`src/rtl/ascii_tx_pkg.sv`:
```
// Shared constants, FSM encoding and BCD helpers for the ASCII frame transmitter.
package ascii_tx_pkg;

  // Frame geometry and fixed bytes
  localparam int         FRAME_LEN  = 8;
  localparam logic [7:0] ASCII_ZERO = 8'h30;
  localparam logic [7:0] ASCII_CR   = 8'h0D;
  localparam logic [7:0] ASCII_LF   = 8'h0A;

  // Largest value representable in three decimal digits
  localparam int         DEC_MAX    = 999;

  // Transmit FSM encoding
  localparam logic [2:0] ST_IDLE    = 3'd0;
  localparam logic [2:0] ST_LOAD    = 3'd1;
  localparam logic [2:0] ST_CONV    = 3'd2;
  localparam logic [2:0] ST_SEND    = 3'd3;
  localparam logic [2:0] ST_WAIT_LO = 3'd4;

  // One double-dabble step: add 3 to every BCD digit >= 5, then shift in the next binary bit.
  function automatic logic [11:0] dd_step(input logic [11:0] bcd, input logic bit_in);
    logic [11:0] adj;
    adj = bcd;
    for (int d = 0; d < 3; d++) begin
      if (adj[d*4 +: 4] >= 4'd5) begin
        adj[d*4 +: 4] = adj[d*4 +: 4] + 4'd3;
      end
    end
    return {adj[10:0], bit_in};
  endfunction

  // ASCII character for a single BCD digit
  function automatic logic [7:0] digit_ascii(input logic [3:0] digit);
    return ASCII_ZERO + {4'h0, digit};
  endfunction

endpackage

```
`src/rtl/ascii_frame_tx_bin2bcd_seq.sv`:
```
// Sequential 10-bit binary to 3-digit BCD converter (double dabble, one bit per cycle).
// The start cycle loads the operand and performs the first shift; the remaining nine
// shifts follow on consecutive cycles, so o_done pulses ten cycles after i_start is
// raised and o_bcd holds the result until the next start.
module bin2bcd_seq
  import ascii_tx_pkg::*;
(
  input  logic        clk,
  input  logic        rst_n,
  input  logic        i_start,
  input  logic [9:0]  i_bin,
  output logic        o_done,
  output logic [11:0] o_bcd
);

  logic [9:0]  r_shift;
  logic [11:0] r_bcd;
  logic [3:0]  r_cnt;
  logic        r_run;
  logic        r_done;

  // Shift engine: load on start, then one double-dabble step per cycle until ten bits are consumed
  always_ff @(posedge clk or negedge rst_n) begin
    if (!rst_n) begin
      r_shift <= 10'd0;
      r_bcd   <= 12'd0;
      r_cnt   <= 4'd0;
      r_run   <= 1'b0;
      r_done  <= 1'b0;
    end else begin
      r_done <= 1'b0;
      if (i_start) begin
        r_bcd   <= dd_step(12'd0, i_bin[9]);
        r_shift <= {i_bin[8:0], 1'b0};
        r_cnt   <= 4'd1;
        r_run   <= 1'b1;
      end else if (r_run) begin
        r_bcd   <= dd_step(r_bcd, r_shift[9]);
        r_shift <= {r_shift[8:0], 1'b0};
        r_cnt   <= r_cnt + 4'd1;
        if (r_cnt == 4'd9) begin
          r_run  <= 1'b0;
          r_done <= 1'b1;
        end
      end
    end
  end

  assign o_done = r_done;
  assign o_bcd  = r_bcd;

endmodule

```
`src/rtl/ascii_frame_tx.sv`:
```
// ASCII frame transmitter: saturates a binary value to 0..999, converts it to BCD and
// hands an 8-byte frame (header, 3 digits, 2 unit bytes, CR, LF) to a UART byte sender.
//
// Handshake with the byte sender: tx_ready high means the sender can take a byte. The
// block answers with a single-cycle po_sig carrying po_data, then waits for tx_ready to
// go low (byte taken) before it may offer the next byte on a later tx_ready high. A byte
// is therefore never offered twice, and a stuck-low tx_ready simply stalls the frame.
module ascii_frame_tx
  import ascii_tx_pkg::*;
#(
  parameter logic [7:0] HEADER = 8'h7E,
  parameter logic [7:0] UNIT0  = 8'h6D,
  parameter logic [7:0] UNIT1  = 8'h6D
) (
  input  logic        clk,
  input  logic        rst_n,
  input  logic [19:0] data_in,
  input  logic        data_sig,
  input  logic        tx_ready,
  output logic [7:0]  po_data,
  output logic        po_sig,
  output logic        busy,
  output logic        sat,
  output logic        drop,
  output logic [2:0]  o_dbg_state
);

  logic [2:0]  r_state;
  logic [19:0] r_value;
  logic [2:0]  r_idx;
  logic [7:0]  r_po_data;
  logic        r_po_sig;
  logic        r_busy;
  logic        r_sat;
  logic        r_drop;

  logic        w_over;
  logic [9:0]  w_conv_bin;
  logic        w_conv_start;
  logic        w_conv_done;
  logic [11:0] w_bcd;
  logic [7:0]  w_byte;
  logic        w_last_byte;

  // Saturation of the captured value and converter kick-off during LOAD
  assign w_over       = (r_value > 20'(DEC_MAX));
  assign w_conv_bin   = w_over ? 10'(DEC_MAX) : r_value[9:0];
  assign w_conv_start = (r_state == ST_LOAD);
  assign w_last_byte  = (r_idx == 3'(FRAME_LEN - 1));

  bin2bcd_seq u_bin2bcd (
    .clk     (clk),
    .rst_n   (rst_n),
    .i_start (w_conv_start),
    .i_bin   (w_conv_bin),
    .o_done  (w_conv_done),
    .o_bcd   (w_bcd)
  );

  // Byte mux: select the frame byte addressed by the current index
  always_comb begin
    w_byte = HEADER;
    case (r_idx)
      3'd0:    w_byte = HEADER;
      3'd1:    w_byte = digit_ascii(w_bcd[11:8]);
      3'd2:    w_byte = digit_ascii(w_bcd[7:4]);
      3'd3:    w_byte = digit_ascii(w_bcd[3:0]);
      3'd4:    w_byte = UNIT0;
      3'd5:    w_byte = UNIT1;
      3'd6:    w_byte = ASCII_CR;
      3'd7:    w_byte = ASCII_LF;
      default: w_byte = HEADER;
    endcase
  end

  // Frame FSM: capture, saturate, convert, then step through the bytes with the handshake
  always_ff @(posedge clk or negedge rst_n) begin
    if (!rst_n) begin
      r_state <= ST_IDLE;
      r_value <= 20'd0;
      r_idx   <= 3'd0;
      r_busy  <= 1'b0;
    end else begin
      case (r_state)
        ST_IDLE: begin
          if (data_sig) begin
            r_value <= data_in;
            r_busy  <= 1'b1;
            r_state <= ST_LOAD;
          end
        end
        ST_LOAD: begin
          r_idx   <= 3'd0;
          r_state <= ST_CONV;
        end
        ST_CONV: begin
          if (w_conv_done) begin
            r_state <= ST_SEND;
          end
        end
        ST_SEND: begin
          if (tx_ready) begin
            r_state <= ST_WAIT_LO;
          end
        end
        ST_WAIT_LO: begin
          if (!tx_ready) begin
            if (w_last_byte) begin
              r_busy  <= 1'b0;
              r_state <= ST_IDLE;
            end else begin
              r_idx   <= r_idx + 3'd1;
              r_state <= ST_SEND;
            end
          end
        end
        default: begin
          r_busy  <= 1'b0;
          r_state <= ST_IDLE;
        end
      endcase
    end
  end

  // Registered outputs: byte strobe, saturation pulse and drop pulse
  always_ff @(posedge clk or negedge rst_n) begin
    if (!rst_n) begin
      r_po_data <= 8'h00;
      r_po_sig  <= 1'b0;
      r_sat     <= 1'b0;
      r_drop    <= 1'b0;
    end else begin
      r_po_sig <= 1'b0;
      r_sat    <= (r_state == ST_LOAD) && w_over;
      // Any strobe outside IDLE (including the cycle that returns to IDLE) is discarded
      r_drop   <= data_sig && (r_state != ST_IDLE);
      if ((r_state == ST_SEND) && tx_ready) begin
        r_po_data <= w_byte;
        r_po_sig  <= 1'b1;
      end
    end
  end

  assign po_data     = r_po_data;
  assign po_sig      = r_po_sig;
  assign busy        = r_busy;
  assign sat         = r_sat;
  assign drop        = r_drop;
  assign o_dbg_state = r_state;

endmodule

```
`config.mk`:
```
export PLATFORM = sky130hd
export DESIGN_NAME = ascii_frame_tx
export DESIGN_NICKNAME = d
export VERILOG_FILES = /design/src/rtl/ascii_tx_pkg.sv /design/src/rtl/ascii_frame_tx_bin2bcd_seq.sv /design/src/rtl/ascii_frame_tx.sv
export SDC_FILE = /design/constraint.sdc
export NUM_CORES = 1
export LEC_CHECK = 0
export CORE_UTILIZATION = 60
export DETAILED_ROUTE_END_ITERATION = 8
export MAX_ROUTING_LAYER = met4
export PLACE_DENSITY_LB_ADDON = 0.12
export SYNTH_ARGS = -nofsm -noshare
export SYNTH_HDL_FRONTEND = slang
export SYNTH_SLANG_ARGS = --single-unit
export TNS_END_PERCENT = 100
```
`constraint.sdc`:
```
create_clock -name clk -period 2.7 [get_ports clk]
set_clock_uncertainty 0.1 [all_clocks]
set_input_delay 0.675 -clock clk [delete_from_list [all_inputs] [get_ports clk]]
set_output_delay 0.675 -clock clk [all_outputs]
set_load 0.02 [all_outputs]
```
==> results.sh <==
export IMPL_cpMaxStageDelayCell="clkdlybuf4s50_1"
export IMPL_dp_cells=395
export IMPL_power_w=0.00466
export IMPL_worst_path_max_fanout=14
export IMPL_netlist_top_cells_area="dfrtp_1 (49%), mux2_4 (7.4%), ha_1 (5.0%), a21oi_1 (4.0%), o21ai_0 (3.4%)"
export IMPL_yosysSeqAreaShare_pct=49.3
export IMPL_synth_cell_type_count=49
export IMPL_syn_num_nets=336
export IMPL_drv_cap=0
export IMPL_cts_hold_buf=0
export IMPL_timing_slew_headroom_pct=48.1
export IMPL_p_per_area_nw_per_um2=1210
export IMPL_grt_pass1_wl_mm=9.88
export IMPL_gp_congestion=0.857
export IMPL_clk_pin_slew_worst_paths_ns=0.07
export IMPL_viasPerCell=5.64
export IMPL_setup_tns_ns=0
export IMPL_async_flop_share_pct=100
export IMPL_status="finished, final reports clean"
export IMPL_io_pin_count=39
export IMPL_layout_common_cells="dfrtp_1 (64), clkdlybuf4s50_1 (36), a21oi_1 (26)"
export IMPL_setup_viol=0
export IMPL_wire_per_inst_um=14.2
export IMPL_leakagePower_nw=1.79
export IMPL_seqPwrFrac_pct=40.0
export IMPL_clockBufferDepth=2
export IMPL_cp_arrival_ns=1.62
export IMPL_initial_core_util_pct=62.7
export IMPL_hold_violations=0
export IMPL_yosys_warnings=0
export IMPL_drive_gt1_share_pct=14.7
export IMPL_grt_max_degree=25
export IMPL_cp_end_kind="output pin"
export IMPL_netlist_area_um2=3250
export IMPL_cts_setup_buffers=0
export IMPL_port_buffers=37
export IMPL_cts_buffers=9
export IMPL_worst_pin_slew_ns=0.778
export IMPL_finalMaxSlewViolations=0
export IMPL_final_common_cell="dfrtp_1"
export IMPL_yosys_area_top_type="dfrtp_1"
export IMPL_final_nets=373
export IMPL_routed_wl_mm=5.84
export IMPL_criticalPathCategory="flop to output pin"
export IMPL_num_fill_cells=358
export IMPL_final_util_pct=74.5
export IMPL_vias=2318
export IMPL_synth_edf_count=0
export IMPL_antenna_left=0
export IMPL_peakVddDrop_mv=0.629
export IMPL_cp_start_kind="flop"
export IMPL_clkLatencyLatePin_ns=0.34
export IMPL_detailed_place_hpwl_mm=4.12
export IMPL_avgSynthCellArea_um2=10.9
export IMPL_overflow=0
export IMPL_syn_inst=299
export IMPL_fmax_ghz=0.417
export IMPL_fp_dieH_um=75.6
export IMPL_drt_pass1_iterations=4
export IMPL_n_antenna_cell=0
export IMPL_finalCriticalPeriod_ns=2.40
export IMPL_swShare_pct=36.6
export IMPL_core_um2=5170
export IMPL_grt_usage_pct=24.7
export IMPL_fin_cells=411
export IMPL_cts_max_level=3
export IMPL_root_buffer="clkbuf_8"
export IMPL_cp_buffers_inverters=1
export IMPL_antenna_found_initial=0
export IMPL_rsz0062_at_grt="false"
export IMPL_p_int_w=0.00296
export IMPL_critical_path_cell_chain="clkdlybuf4s50_1"
export IMPL_rows=26
export IMPL_crit_family="buffers and inverters"
export IMPL_p_comb_share_pct=40.9
export IMPL_synthToLayoutAreaGrowth_pct=18.8
export IMPL_clock_power_share_pct=19.2
export IMPL_first_global_vias=2204
export IMPL_crit_required_ns=1.92
export IMPL_dieArea_um2=5710
export IMPL_switchingPower_w=0.00171
export IMPL_synthDominantCellAreaShare_pct=49.3
export IMPL_cts_resized=0
export IMPL_stdcell_area_um2=3850
export IMPL_ys_flop_type="dfrtp_1"
export IMPL_drt_iter0_drc=144
export IMPL_hp_class="primary input to async pin"
export IMPL_place_area_um2=3640
export IMPL_cts_tree="done"
export IMPL_drc=0
export IMPL_finalCritPeriodShare_pct=88.8
export IMPL_clock_sinks=64
export IMPL_max_stage_delay_ns=0.69
export IMPL_yosys_register_bits=64
export IMPL_dieWidth_um=75.6
[state kept, by name, indices dropped and copies added (netlist names)]
register           flops
u_bin2bcd.r_shift      9
po_sig                 1
drop                   1
o_dbg_state            3
po_data                7
sat                    1
r_idx                  3
u_bin2bcd.o_bcd       12
u_bin2bcd.r_run        1
u_bin2bcd.o_done       1
r_value               20
u_bin2bcd.r_cnt        4
busy                   1
[worst paths after layout]
check / cells past startpoint / from / end / slack (ns)
worst min register to register: 2 / po_data[6] / po_data[6] / 0.38
worst max register to register: 4 / o_dbg_state[0] / u_bin2bcd.r_shift[1] / 0.56
max in group asynchronous: 2 / rst_n / r_value[16] / 1.62
worst max-delay path: 1 / o_dbg_state[0] / o_dbg_state[0] / 0.30
worst min-delay path: 1 / rst_n / r_idx[1] / 0.19
min in group clk: 2 / po_data[6] / po_data[6] / 0.38
[cells by family (layout without fill, tap and decap cells)]
kind of cell,Yosys count,in the layout,synth area share (%)
simple gates,84,84,14.9
compound gates,72,72,13.2
flops,64,64,49.3
buf+inv,33,75,5.13
mux,29,29,11.5
fa+ha+maj,13,13,5.01
xor+xnor,3,3,0.810
other cells,1,1,0.116
[power by group through the flow]
stage | sequential [W] | combinational (W) | clock (W)
6_report | 0.00186 | 0.00190 | 0.000894
5_1_grt | 0.00193 | 0.00215 | 0.000959
4_1_cts | 0.00186 | 0.00192 | 0.000916
3_5_place_dp | 0.00188 | 0.00191 | 0
3_3_place_gp | 0.00185 | 0.00183 | 0
2_1_floorplan | 0.00180 | 0.00145 | 0
[synthesized netlist by cell type, types with 2 or more instances]
| cell type | n |
|---|---|
| dfrtp_1 | 64 |
| a21oi_1 | 26 |
| o21ai_0 | 22 |
| nand2_1 | 21 |
| nor2_1 | 17 |
| mux2_4 | 16 |
| inv_1 | 15 |
| ha_1 | 13 |
| mux2i_1 | 10 |
| buf_2 | 7 |
| nand3_1 | 7 |
| nand2b_1 | 6 |
| clkbuf_1 | 5 |
| and3_1 | 4 |
| nor3_1 | 4 |
| nor3_2 | 4 |
| a21o_1 | 3 |
| a221oi_1 | 3 |
| a2bb2oi_1 | 3 |
| buf_4 | 3 |
| buf_6 | 3 |
| mux2_2 | 3 |
| nand4_1 | 3 |
| nor3b_1 | 3 |
| o21ai_1 | 3 |
| a211oi_1 | 2 |
| a31oi_1 | 2 |
| nand3b_1 | 2 |
| nor2b_1 | 2 |
| nor4_2 | 2 |
| or4b_1 | 2 |
| xor2_1 | 2 |
[per-stage QoR]
step	hold slack, ns	worst slack, ns
floorplan	0.279	0.945
global placement	0.359	0.495
detailed placement	0.365	0.439
CTS	0.197	0.301
global route	0.229	0.233
finish	0.190	0.303
[metal layers]
layer | track usage (%) | vias to the layer above | share of wire (%)
met5 | - | - | 0
met4 | 12.3 | 0 | 2.9
met3 | 5.69 | 14 | 3.2
met2 | 39.9 | 52 | 50
met1 | 29.3 | 1114 | 43
li1 | - | 1138 | -
[cell type report]
type	instances	area, um2	area share, %
Clock inverter	3	65.1	1.69
Inverter	15	56.3	1.46
Multi-Input combinational cell	202	1480	38.3
Timing Repair Buffer	44	418	10.8
Clock buffer	13	149	3.86
Tap cell	70	87.6	2.27
Sequential cell	64	1600	41.5
Power figures use the tool's default switching activity.
